**src/rtl/isa_pkg.sv**
```systemverilog
// isa_pkg: shared definitions for the 16-bit custom-ISA CPU.
//   - Opcode constants used by the sequencer and the ALU.
//   - Sequencer state encoding (exposed on the sequencer's dbg_state port).
//   - Instruction field bit positions.
//   - op_writes_rf(): true for opcodes that write the register file.
package isa_pkg;

    localparam logic [3:0] OP_NOP  = 4'h0;
    localparam logic [3:0] OP_LD   = 4'h1;
    localparam logic [3:0] OP_JMP  = 4'hE;
    localparam logic [3:0] OP_HALT = 4'hF;

    localparam int INSTR_W   = 16;
    localparam int FIELD_W   = 4;
    localparam int IMM_W     = 8;
    localparam int OPC_LSB   = 12;
    localparam int LD_RD_LSB = 8;
    localparam int RD_LSB    = 4;
    localparam int RS_LSB    = 0;
    localparam int IMM_LSB   = 0;

    typedef enum logic [2:0] {
        S_IDLE   = 3'd0,
        S_FETCH  = 3'd1,
        S_DECODE = 3'd2,
        S_EXEC   = 3'd3,
        S_WB     = 3'd4,
        S_HALT   = 3'd5
    } state_t;

    // LD and the ALU range 0x2..0xD write back; NOP, JMP and HALT do not.
    function automatic logic op_writes_rf(input logic [3:0] op);
        return (op != OP_NOP) && (op != OP_JMP) && (op != OP_HALT);
    endfunction

endpackage

```
**src/rtl/instr_fields.sv**
```systemverilog
// instr_fields: combinational field extraction from the instruction register.
// Ports:
//   i_instr  in  16  captured instruction word
//   o_opcode out 4   instr[15:12]
//   o_rd     out 4   instr[11:8] for LD, instr[7:4] for every other opcode
//   o_rs     out 4   instr[3:0]
//   o_imm    out 8   instr[7:0]
module instr_fields
    import isa_pkg::*;
(
    input  logic [INSTR_W-1:0] i_instr,
    output logic [FIELD_W-1:0] o_opcode,
    output logic [FIELD_W-1:0] o_rd,
    output logic [FIELD_W-1:0] o_rs,
    output logic [IMM_W-1:0]   o_imm
);

    logic [FIELD_W-1:0] w_opcode;

    assign w_opcode = i_instr[OPC_LSB +: FIELD_W];
    assign o_opcode = w_opcode;
    // LD uses the low byte as its immediate, so its destination moves up a nibble.
    assign o_rd     = (w_opcode == OP_LD) ? i_instr[LD_RD_LSB +: FIELD_W]
                                          : i_instr[RD_LSB +: FIELD_W];
    assign o_rs     = i_instr[RS_LSB +: FIELD_W];
    assign o_imm    = i_instr[IMM_LSB +: IMM_W];

endmodule

```
**src/rtl/cpu_sequencer.sv**
```systemverilog
// cpu_sequencer: multi-cycle FETCH/DECODE/EXEC/WB sequencer for the 16-bit CPU.
// Ports:
//   clk, rst            clock, synchronous active-high reset
//   run, step           free-run level / single-step pulse (start from IDLE)
//   imem_rd, imem_addr  fetch request (held until imem_valid), address = pc
//   imem_valid, imem_data  instruction return
//   rf_rd_addr, rf_rs_addr, rf_rd_data, rf_rs_data  register file reads
//   alu_op, alu_a, alu_b, alu_y  combinational ALU interface
//   rf_wr_en, rf_wr_addr, rf_wr_data  one-cycle write-back strobe
//   pc, busy, halted    status
//   dbg_state           current FSM state (isa_pkg::state_t encoding)
// Handshake: a fetch completes on the first clock edge in FETCH where
// imem_rd and imem_valid are both high; imem_valid in any other state is ignored.
module cpu_sequencer
    import isa_pkg::*;
#(
    parameter int PC_W   = 8,
    parameter int DATA_W = 8
) (
    input  logic              clk,
    input  logic              rst,
    input  logic              run,
    input  logic              step,
    output logic              imem_rd,
    output logic [PC_W-1:0]   imem_addr,
    input  logic              imem_valid,
    input  logic [15:0]       imem_data,
    output logic [3:0]        rf_rd_addr,
    output logic [3:0]        rf_rs_addr,
    input  logic [DATA_W-1:0] rf_rd_data,
    input  logic [DATA_W-1:0] rf_rs_data,
    output logic [3:0]        alu_op,
    output logic [DATA_W-1:0] alu_a,
    output logic [DATA_W-1:0] alu_b,
    input  logic [DATA_W-1:0] alu_y,
    output logic              rf_wr_en,
    output logic [3:0]        rf_wr_addr,
    output logic [DATA_W-1:0] rf_wr_data,
    output logic [PC_W-1:0]   pc,
    output logic              busy,
    output logic              halted,
    output logic [2:0]        dbg_state
);

    state_t              r_state;
    logic [PC_W-1:0]     r_pc;
    logic [15:0]         r_ir;
    logic                r_imem_rd;
    logic                r_wr_en;
    logic [3:0]          r_wr_addr;
    logic [DATA_W-1:0]   r_wr_data;
    logic                r_busy;
    logic                r_halted;

    logic [3:0]          w_opcode;
    logic [3:0]          w_rd;
    logic [3:0]          w_rs;
    logic [7:0]          w_imm;

    instr_fields u_fields (
        .i_instr  (r_ir),
        .o_opcode (w_opcode),
        .o_rd     (w_rd),
        .o_rs     (w_rs),
        .o_imm    (w_imm)
    );

    always_ff @(posedge clk) begin
        if (rst) begin
            r_state   <= S_IDLE;
            r_pc      <= '0;
            r_ir      <= '0;
            r_imem_rd <= 1'b0;
            r_wr_en   <= 1'b0;
            r_wr_addr <= '0;
            r_wr_data <= '0;
            r_busy    <= 1'b0;
            r_halted  <= 1'b0;
        end else begin
            // Write strobe is only ever set on the EXEC->WB edge, so it lasts one cycle.
            r_wr_en <= 1'b0;
            case (r_state)
                S_IDLE: begin
                    if (run || step) begin
                        r_state   <= S_FETCH;
                        r_imem_rd <= 1'b1;
                        r_busy    <= 1'b1;
                    end
                end
                S_FETCH: begin
                    if (imem_valid) begin
                        r_ir      <= imem_data;
                        r_imem_rd <= 1'b0;
                        r_state   <= S_DECODE;
                    end
                end
                S_DECODE: begin
                    // Register addresses come straight off r_ir; reads settle this cycle.
                    r_state <= S_EXEC;
                end
                S_EXEC: begin
                    if (w_opcode == OP_HALT) begin
                        r_state  <= S_HALT;
                        r_busy   <= 1'b0;
                        r_halted <= 1'b1;
                    end else begin
                        r_state <= S_WB;
                        if (op_writes_rf(w_opcode)) begin
                            r_wr_en   <= 1'b1;
                            r_wr_addr <= w_rd;
                            r_wr_data <= (w_opcode == OP_LD) ? DATA_W'(w_imm) : alu_y;
                        end
                    end
                end
                S_WB: begin
                    r_pc <= (w_opcode == OP_JMP) ? PC_W'(w_imm) : r_pc + PC_W'(1);
                    if (run) begin
                        r_state   <= S_FETCH;
                        r_imem_rd <= 1'b1;
                    end else begin
                        r_state <= S_IDLE;
                        r_busy  <= 1'b0;
                    end
                end
                S_HALT: begin
                    r_state <= S_HALT;
                end
                default: begin
                    r_state   <= S_IDLE;
                    r_imem_rd <= 1'b0;
                    r_busy    <= 1'b0;
                    r_halted  <= 1'b0;
                end
            endcase
        end
    end

    assign imem_rd    = r_imem_rd;
    assign imem_addr  = r_pc;
    assign pc         = r_pc;
    assign rf_rd_addr = w_rd;
    assign rf_rs_addr = w_rs;
    assign alu_op     = w_opcode;
    assign alu_a      = rf_rd_data;
    assign alu_b      = rf_rs_data;
    assign rf_wr_en   = r_wr_en;
    assign rf_wr_addr = r_wr_addr;
    assign rf_wr_data = r_wr_data;
    assign busy       = r_busy;
    assign halted     = r_halted;
    assign dbg_state  = r_state;

endmodule

```
**config.mk**
```make
export PLATFORM = sky130hd
export DESIGN_NAME = cpu_sequencer
export DESIGN_NICKNAME = d
export VERILOG_FILES = /design/src/rtl/isa_pkg.sv /design/src/rtl/instr_fields.sv /design/src/rtl/cpu_sequencer.sv
export SDC_FILE = /design/constraint.sdc
export NUM_CORES = 1
export LEC_CHECK = 0
export ABC_AREA = 1
export CAP_MARGIN = 25
export CELL_PAD_IN_SITES_DETAIL_PLACEMENT = 1
export CELL_PAD_IN_SITES_GLOBAL_PLACEMENT = 1
export CORE_MARGIN = 3
export CORE_UTILIZATION = 27
export DETAILED_ROUTE_END_ITERATION = 8
export HOLD_SLACK_MARGIN = 0.05
export PLACE_DENSITY_LB_ADDON = 0.05
export RECOVER_POWER = 25
export SLEW_MARGIN = 5
export SYNTH_ARGS = -nofsm -noshare
export SYNTH_HDL_FRONTEND = slang
export SYNTH_SLANG_ARGS = --single-unit
```
**constraint.sdc**
```tcl
create_clock -name clk -period 1.49 [get_ports clk]
set_input_delay 0.2235 -clock clk [delete_from_list [all_inputs] [get_ports clk]]
set_output_delay 0.2235 -clock clk [all_outputs]
set_load 0.05 [all_outputs]
```
==> results of run 1 <==
-- power by group through the flow --
stage | Sequential [mW] | Combinational, mW | Clock [mW]
after floorplan | 1.46 | 0.688 | 0
after global placement | 1.35 | 1.17 | 0
after detailed placement | 1.35 | 1.18 | 0
after CTS | 1.34 | 1.23 | 1.01
after global routing | 1.35 | 1.33 | 1.06
final | 1.34 | 1.23 | 0.971
-- layout make-up --
cell class                 instances  share of cell area
sequential                        43               0.250
multi-input combinational        217               0.301
timing repair buffer             101               0.340
inverter                          35              0.0384
clock inverter                     2              0.0100
tap                              102              0.0366
clock buffer                       6              0.0237
-- state kept, by name, indices dropped and copies added (netlist names) --
name,flops
r_ir,16
imem_addr,8
rf_wr_data,8
rf_wr_addr,4
dbg_state,3
busy,1
halted,1
imem_rd,1
rf_wr_en,1
-- path summary, 6_finish.rpt --
path | slack, ps | start | cells after the start | to
worst max-delay path | -100 | r_ir[14]$_SDFFE_PP0P_ | 5 | rf_rd_addr[2]
worst min-delay path | 450 | rf_rd_data[7] | 0 | alu_a[7]
worst max register to register | 80 | r_ir[14]$_SDFFE_PP0P_ | 8 | rf_wr_data[7]$_SDFFE_PP0P_
worst min register to register | 490 | imem_rd$_SDFFE_PP0P_ | 2 | imem_rd$_SDFFE_PP0P_
-- cells by family after synthesis --
| logic type | count (synthesis) | synth area share |
|---|---|---|
| simple gates | 144 | 0.266 |
| buf+inv | 77 | 0.190 |
| compound gates | 70 | 0.158 |
| flops | 43 | 0.377 |
| xor+xnor | 1 | 0.00383 |
| fa+ha+maj | 1 | 0.00548 |
-- metal layers --
metal  track usage  vias up
li1              -     1177
met1         0.195     1048
met2         0.225       63
met3        0.0471        9
met4        0.0362        0
met5             0        -
-- cell usage in the layout, fill, tap and decap left out, types with 11 or more instances in the layout --
cell	count
nand3_1	16
buf_4	37
nand2_1	64
o21ai_1	11
o21ai_0	29
clkdlybuf4s50_1	28
inv_1	28
dfxtp_1	36
buf_12	30
a21oi_1	22
nor2_1	51
-- cells in the mapped netlist --
| cell type | count | area [sq um] |
|---|---|---|
| nand3_1 | 17 | 85.1 |
| o21ai_2 | 1 | 8.76 |
| buf_6 | 3 | 33.8 |
| a211oi_1 | 1 | 7.51 |
| o211ai_1 | 2 | 15.0 |
| buf_4 | 32 | 240 |
| dfxtp_1 | 43 | 861 |
| inv_2 | 4 | 15.0 |
| nor2_1 | 53 | 199 |
| or2_2 | 1 | 6.26 |
| inv_1 | 31 | 116 |
| nand4_1 | 3 | 18.8 |
| o21ai_1 | 14 | 70.1 |
| nand2_2 | 1 | 6.26 |
| nand2_1 | 64 | 240 |
| ha_1 | 1 | 12.5 |
| nand3b_1 | 1 | 7.51 |
| o21ai_0 | 30 | 150 |
| nor2_4 | 1 | 11.3 |
| clkbuf_1 | 5 | 18.8 |
| xnor2_1 | 1 | 8.76 |
| a21oi_1 | 22 | 110 |
| nor2_2 | 2 | 12.5 |
| nor2_8 | 1 | 20.0 |
| buf_2 | 2 | 10.0 |
-- metrics by stage --
| step | cells | util | cell area, sq um | power (mW) |
|---|---|---|---|---|
| 3_5_place_dp | 492 | 0.412 | 3280 | 2.53 |
| 5_1_grt | 506 | 0.438 | 3490 | 3.74 |
| 3_3_place_gp | 492 | 0.412 | 3280 | 2.52 |
| 6_report | 506 | 0.438 | 3490 | 3.54 |
| 2_1_floorplan | 336 | - | 2290 | 2.15 |
| 4_1_cts | 503 | 0.436 | 3470 | 3.59 |
-- worst register-to-register path: stages (launching register included) --
cell and delay (ps):
dfxtp_2 350, nor2_4 170, nand3_2 140, buf_4 160, buf_4 180, nand2_1 70, o21ai_0 70, nor2_1 120
nor2_1 60
-- timing repair --
item / CTS / global route
buffers inserted: 2 / 3
pin swaps: 3 / 1
setup endpoints to repair: 9 / 22
gates resized for setup: 15 / 7
cloned: 1 / 0
==> metrics.md, run 1 <==
| Metric | Value |
|---|---|
| Final Hold Viols | 0 |
| Fin Hold WS | 447 ps |
| Switch Pwr | 1.24 mW |
| Setup Viol. Count Final | 4 |
| GRT overflow | 0 |
| Initial drt markers | 79 |
| Metal1 wirelength | 3240 um |
| Min Tclk post-route | 1590 ps |
| Peak VDD IR | 0.477 mV |
| Power Dens Cells | 1010 mW/mm^2 |
| Slowest stage delay, CP | 350 ps |
| Critical Path RT | 1270 ps |
| Max Clock Freq | 628 MHz |
| Die width | 98.0 um |
| Pre-CTS setup slack | -65.4 ps |
| Syn nets | 382 |
| Gate power share | 0.348 |
| PortBufs | 75 |
| P_int | 2.30 mW |
| Post-synthesis sequential area ratio | 0.377 |
| DRT Wirelength | 6880 um |
| Detailed Place HPWL | 5240 um |
| Setup CP Type | register to primary output |
| Synthesized cell area | 0.00228 sq mm |
| Drt drc | 0 |
| TritonCTS buffer count | 5 |
| CP max FO | 5 |
| First-pass detailed-route iteration total | 4 |
| RSZ-0062 raised after global routing | true |
| Row Count | 32 |
| Worst hold-check path type | input port to primary output |
| Rel. slew slack | 0.605 |
| CORE AREA | 0.00797 sq mm |
| Area grow syn2layout | 52.8% |
| Diode count | 0 |
| RePlAce Congestion | 0.815 |
| Worst-path clk slew | 80 ps |
| H-tree depth | 2 |
| Clock Tree Root | clkbuf_8 |
| Max cap viols | 0 |
| Routed vias/inst | 4.54 |
| Unique masters post-synth | 25 |
| Synth warn | 0 |
| CTS Sinks | 43 |
| Vias | 2297 |
| Cells along the critical path | nor2_4 -> nand3_4 -> o21ai_4 -> inv_2 -> buf_12 |
| WL/cell | 13.6 um |
| Wire length of the first global-routing pass | 11500 um |
| Vias in the first global route | 2271 |
| Buffers & Inverters on Critical Path | 2 |
| Clock power share | 0.275 |
| Die footprint | 0.00960 sq mm |
| Pin count of the biggest net entering global routing | 27 |
| CTS max path bufs | 2 |
| Nets@finish | 449 |
| DIE HEIGHT | 98.0 um |
| Leakage power | 1.60 nW |
| Seq pwr share | 0.378 |
| Worst Skew | 9.15 ps |
| Status | complete, but fails checks |
| Multi-input gate area | 0.00105 sq mm |
| Slowest-stage cell, CP | dfxtp_2 |
| Violated checks | negative setup slack |
| Metal2 WL | 3070 um |
| Initial Util | 0.287 |
| Cell family with most CP delay | flip-flops |
| WP data arrival | 1370 ps |
| Worst Tran Pin Value | 594 ps |
| Setup TNS | -373 ps |
| Share of layout cells above drive strength 1 | 0.270 |
| Syn Inst Count | 336 |
| Sequential Area | 872 sq um |
| Synth Register Bits | 43 |
| Syn avg cell area | 6.80 sq um |
| Ports | 108 |
| Post-DRT Antenna Nets | 0 |
| Antenna violations before repair | 0 |
| Clock latency on the worst-skew pair | 300 ps |
| Max layer used | met4 |
| Count of final max-slew check failures | 0 |
| CP endpoint kind | primary output |
| Startpoint type of the worst setup path | register |
| GRT Util Overall | 0.145 |
| FILL cells | 955 |
| Worst setup margin | -103 ps |
| TritonCTS clock tree | yes |
| Routed wire length on met3 | 485 um |
| Cts hold-fix bufs | 0 |
| Switch share | 0.350 |
| Final worst-path cycle share | 1.07 |
Power figures use the tool's default switching activity.
==> inputs of run 2 (changes only) <==
- clock period: 1.49 -> 1.7 ns (I/O delays scaled with it)
==> metrics.md, run 2 (synthesis results as in run 1) <==
| Metric | Value |
|---|---|
| Status | finished clean |
| Most frequent cells in the layout | nand2_1, nor2_1, buf_4, dfxtp_1 |
| Drt drc | 0 (unchanged) |
| TritonCTS buffer count | 5 (unchanged) |
| RSZ-0062 raised after global routing | true |
| RePlAce Congestion | 0.757 (-7.2%) |
| Final worst-path cycle share | 0.969 |
| Ports | 108 (unchanged) |
| Max Clock Freq | 607 MHz |
| Vias in the first global route | 2189 (-3.6%) |
| RR Endpoint | r_ir[7]$_SDFFE_PP0P_ |
| Pin count of the biggest net entering global routing | 27 (unchanged) |
| CTS Sinks | 43 (unchanged) |
| Cell family with most CP delay | simple AND/OR/NAND/NOR gates |
| PortBufs | 75 (unchanged) |
| Max cap viols | 0 (unchanged) |
| H-tree depth | 2 (unchanged) |
| Gate power share | 0.348 (about the same) |
| Antenna violations before repair | 0 (unchanged) |
| Switch share | 0.375 (+0.0246) |
| Min Tclk post-route | 1650 ps |
| Critical Path RT | 1440 ps (+170 ps) |
| CP max FO | 5 (unchanged) |
| Final core occ | 0.375 (-0.0627) |
| Clock power share | 0.226 (-0.049) |
| Diode count | 0 (unchanged) |
| CP endpoint kind | primary output |
| Worst-path clk slew | 80 ps (about the same) |
| Clock latency on the worst-skew pair | 290 ps (about the same) |
| Post-DRT Antenna Nets | 0 (unchanged) |
| Wire length of the first global-routing pass | 11100 um (-3.4%) |
| Cts hold-fix bufs | 0 (unchanged) |
| WL/cell | 13.8 um (+1.2%) |
| Max reg flops | 16 (unchanged) |
| Slowest stage delay, CP | 360 ps (about the same) |
| Initial drt markers | 60 (-24%) |
| Worst hold-check path type | register to register |
| P_int | 1.70 mW (-26%) |
| Worst Hold Launch | halted$_SDFFE_PP0P_ |
| Initial Util | 0.287 (unchanged) |
| WP data arrival | 1390 ps (+20 ps) |
| DIE HEIGHT | 98.0 um (unchanged) |
| Row Count | 32 (unchanged) |
| CTS max path bufs | 2 (unchanged) |
| TritonCTS clock tree | yes |
| Share of layout cells above drive strength 1 | 0.199 (-0.0708) |
| Worst Skew | 3.75 ps (-5.40 ps) |
| GRT overflow | 0 (unchanged) |
| Switch Pwr | 1.02 mW (-18%) |
| Buffers & Inverters on Critical Path | 2 (unchanged) |
| Clock Tree Root | clkbuf_8 |
| Count of final max-slew check failures | 0 (unchanged) |
| Fin Hold WS | 488 ps (+41.0 ps) |
| R2r setup slk | 210 ps (+130 ps) |
| Die footprint | 0.00960 sq mm (unchanged) |
| Detailed Place HPWL | 5030 um (-4.0%) |
| Startpoint type of the worst setup path | register |
| Routed vias/inst | 4.58 (+0.95%) |
| Nets@finish | 434 (-3.3%) |
| FILL cells | 1027 (+7.5%) |
| CORE AREA | 0.00797 sq mm (unchanged) |
| Slowest-stage cell, CP | dfxtp_2 |
| Worst r2r path cells | 7 (-1) |
| Setup CP Type | register to primary output |
| Area grow syn2layout | 30.9% |
| Rel. slew slack | 0.604 (-0.00123) |
| Die width | 98.0 um (unchanged) |
| Worst Tran Pin Value | 596 ps (+1.86 ps) |
| DRT Wirelength | 6730 um (-2.2%) |
| Worst hold endpoint | halted$_SDFFE_PP0P_ |
| GRT Util Overall | 0.140 (-0.00519) |
| Final Hold Viols | 0 (unchanged) |
| Vias | 2241 (-2.4%) |
| Most common cell after layout, fill and taps aside | nand2_1 |
| Power Dens Cells | 910 mW/mm^2 (-10%) |
| Peak VDD IR | 0.376 mV (-21%) |
| Cells along the critical path | nor2_4 -> nand3_2 -> nand2_1 -> o21ai_2 -> inv_1 -> buf_12 |
| Seq pwr share | 0.426 (+0.048) |
| Register name with the most flops | r_ir |
| Worst Hold Path Cells | 2 (+2) |
| Leakage power | 1.40 nW (-13%) |
| Worst r2r src | dbg_state[0]$_SDFFE_PP0P_ |
| First-pass detailed-route iteration total | 4 (unchanged) |
| Setup Viol. Count Final | 0 (-4) |
==> run 2: through the flow <==
| step | setup WS (ps) | setup TNS, ps | total power, mW | area (sq um) | instances |
|---|---|---|---|---|---|
| 2_1_floorplan | 16.7 | 0 | 1.88 | 2280 | 336 |
| 3_3_place_gp | 194 | 0 | 2.10 | 2890 | 480 |
| 3_5_place_dp | 147 | 0 | 2.10 | 2890 | 480 |
| 4_1_cts | -15.9 | -43.8 | 2.75 | 2990 | 488 |
| 5_1_grt | -49.7 | -126 | 2.90 | 2990 | 489 |
| 6_report | 51.9 | 0 | 2.72 | 2990 | 489 |
==> run 2: power groups by stage <==
stage	Sequential, mW	Clock (mW)	Combinational, mW
after floorplan	1.28	0	0.603
after global placement	1.17	0	0.924
after detailed placement	1.17	0	0.929
after CTS	1.15	0.649	0.949
after global routing	1.18	0.690	1.03
final	1.16	0.614	0.949
==> run 2: timing repair <==
item | in CTS | in global routing
gates cloned | 1 | 0
pin swaps | 1 | 1
setup buffers | 1 | 1
endpoints found under the setup margin | 4 | 4
resized for setup | 4 | 9
==> run 2: area by class of cell <==
type,count,area [sq um],share of cell area
clock buffer,6,72.6,0.0243
inverter,35,131,0.0439
multi-input combinational,217,1030,0.346
sequential,43,865,0.289
tap,102,128,0.0427
timing repair buffer,86,761,0.254
==> run 2: how the worst max path moves through the flow <==
stage                              startpoint                   end  cells past startpoint
floorplan           dbg_state[0]$_SDFFE_PP0P_  r_ir[4]$_SDFFE_PP0P_                      8
global placement        r_ir[15]$_SDFFE_PP0P_         rf_rd_addr[0]                      5
detailed placement      r_ir[15]$_SDFFE_PP0P_         rf_rd_addr[1]                      5
CTS                     r_ir[15]$_SDFFE_PP0P_         rf_rd_addr[2]                      5
global route            r_ir[14]$_SDFFE_PP0P_         rf_rd_addr[1]                      6
finish                  r_ir[14]$_SDFFE_PP0P_         rf_rd_addr[1]                      6
==> run 2: layer usage <==
layer,global-route usage,up-vias,share of wire
met5,0,-,0
met2,0.212,56,0.43
li1,-,1145,-
met3,0.0386,4,0.064
met4,0.0319,0,0.0070
met1,0.197,1036,0.50
==> run 2: worst min-delay path, stage by stage (launching register included) <==
cell and delay [ps]:
dfxtp_1 320, o21ai_0 70, a21oi_1 60
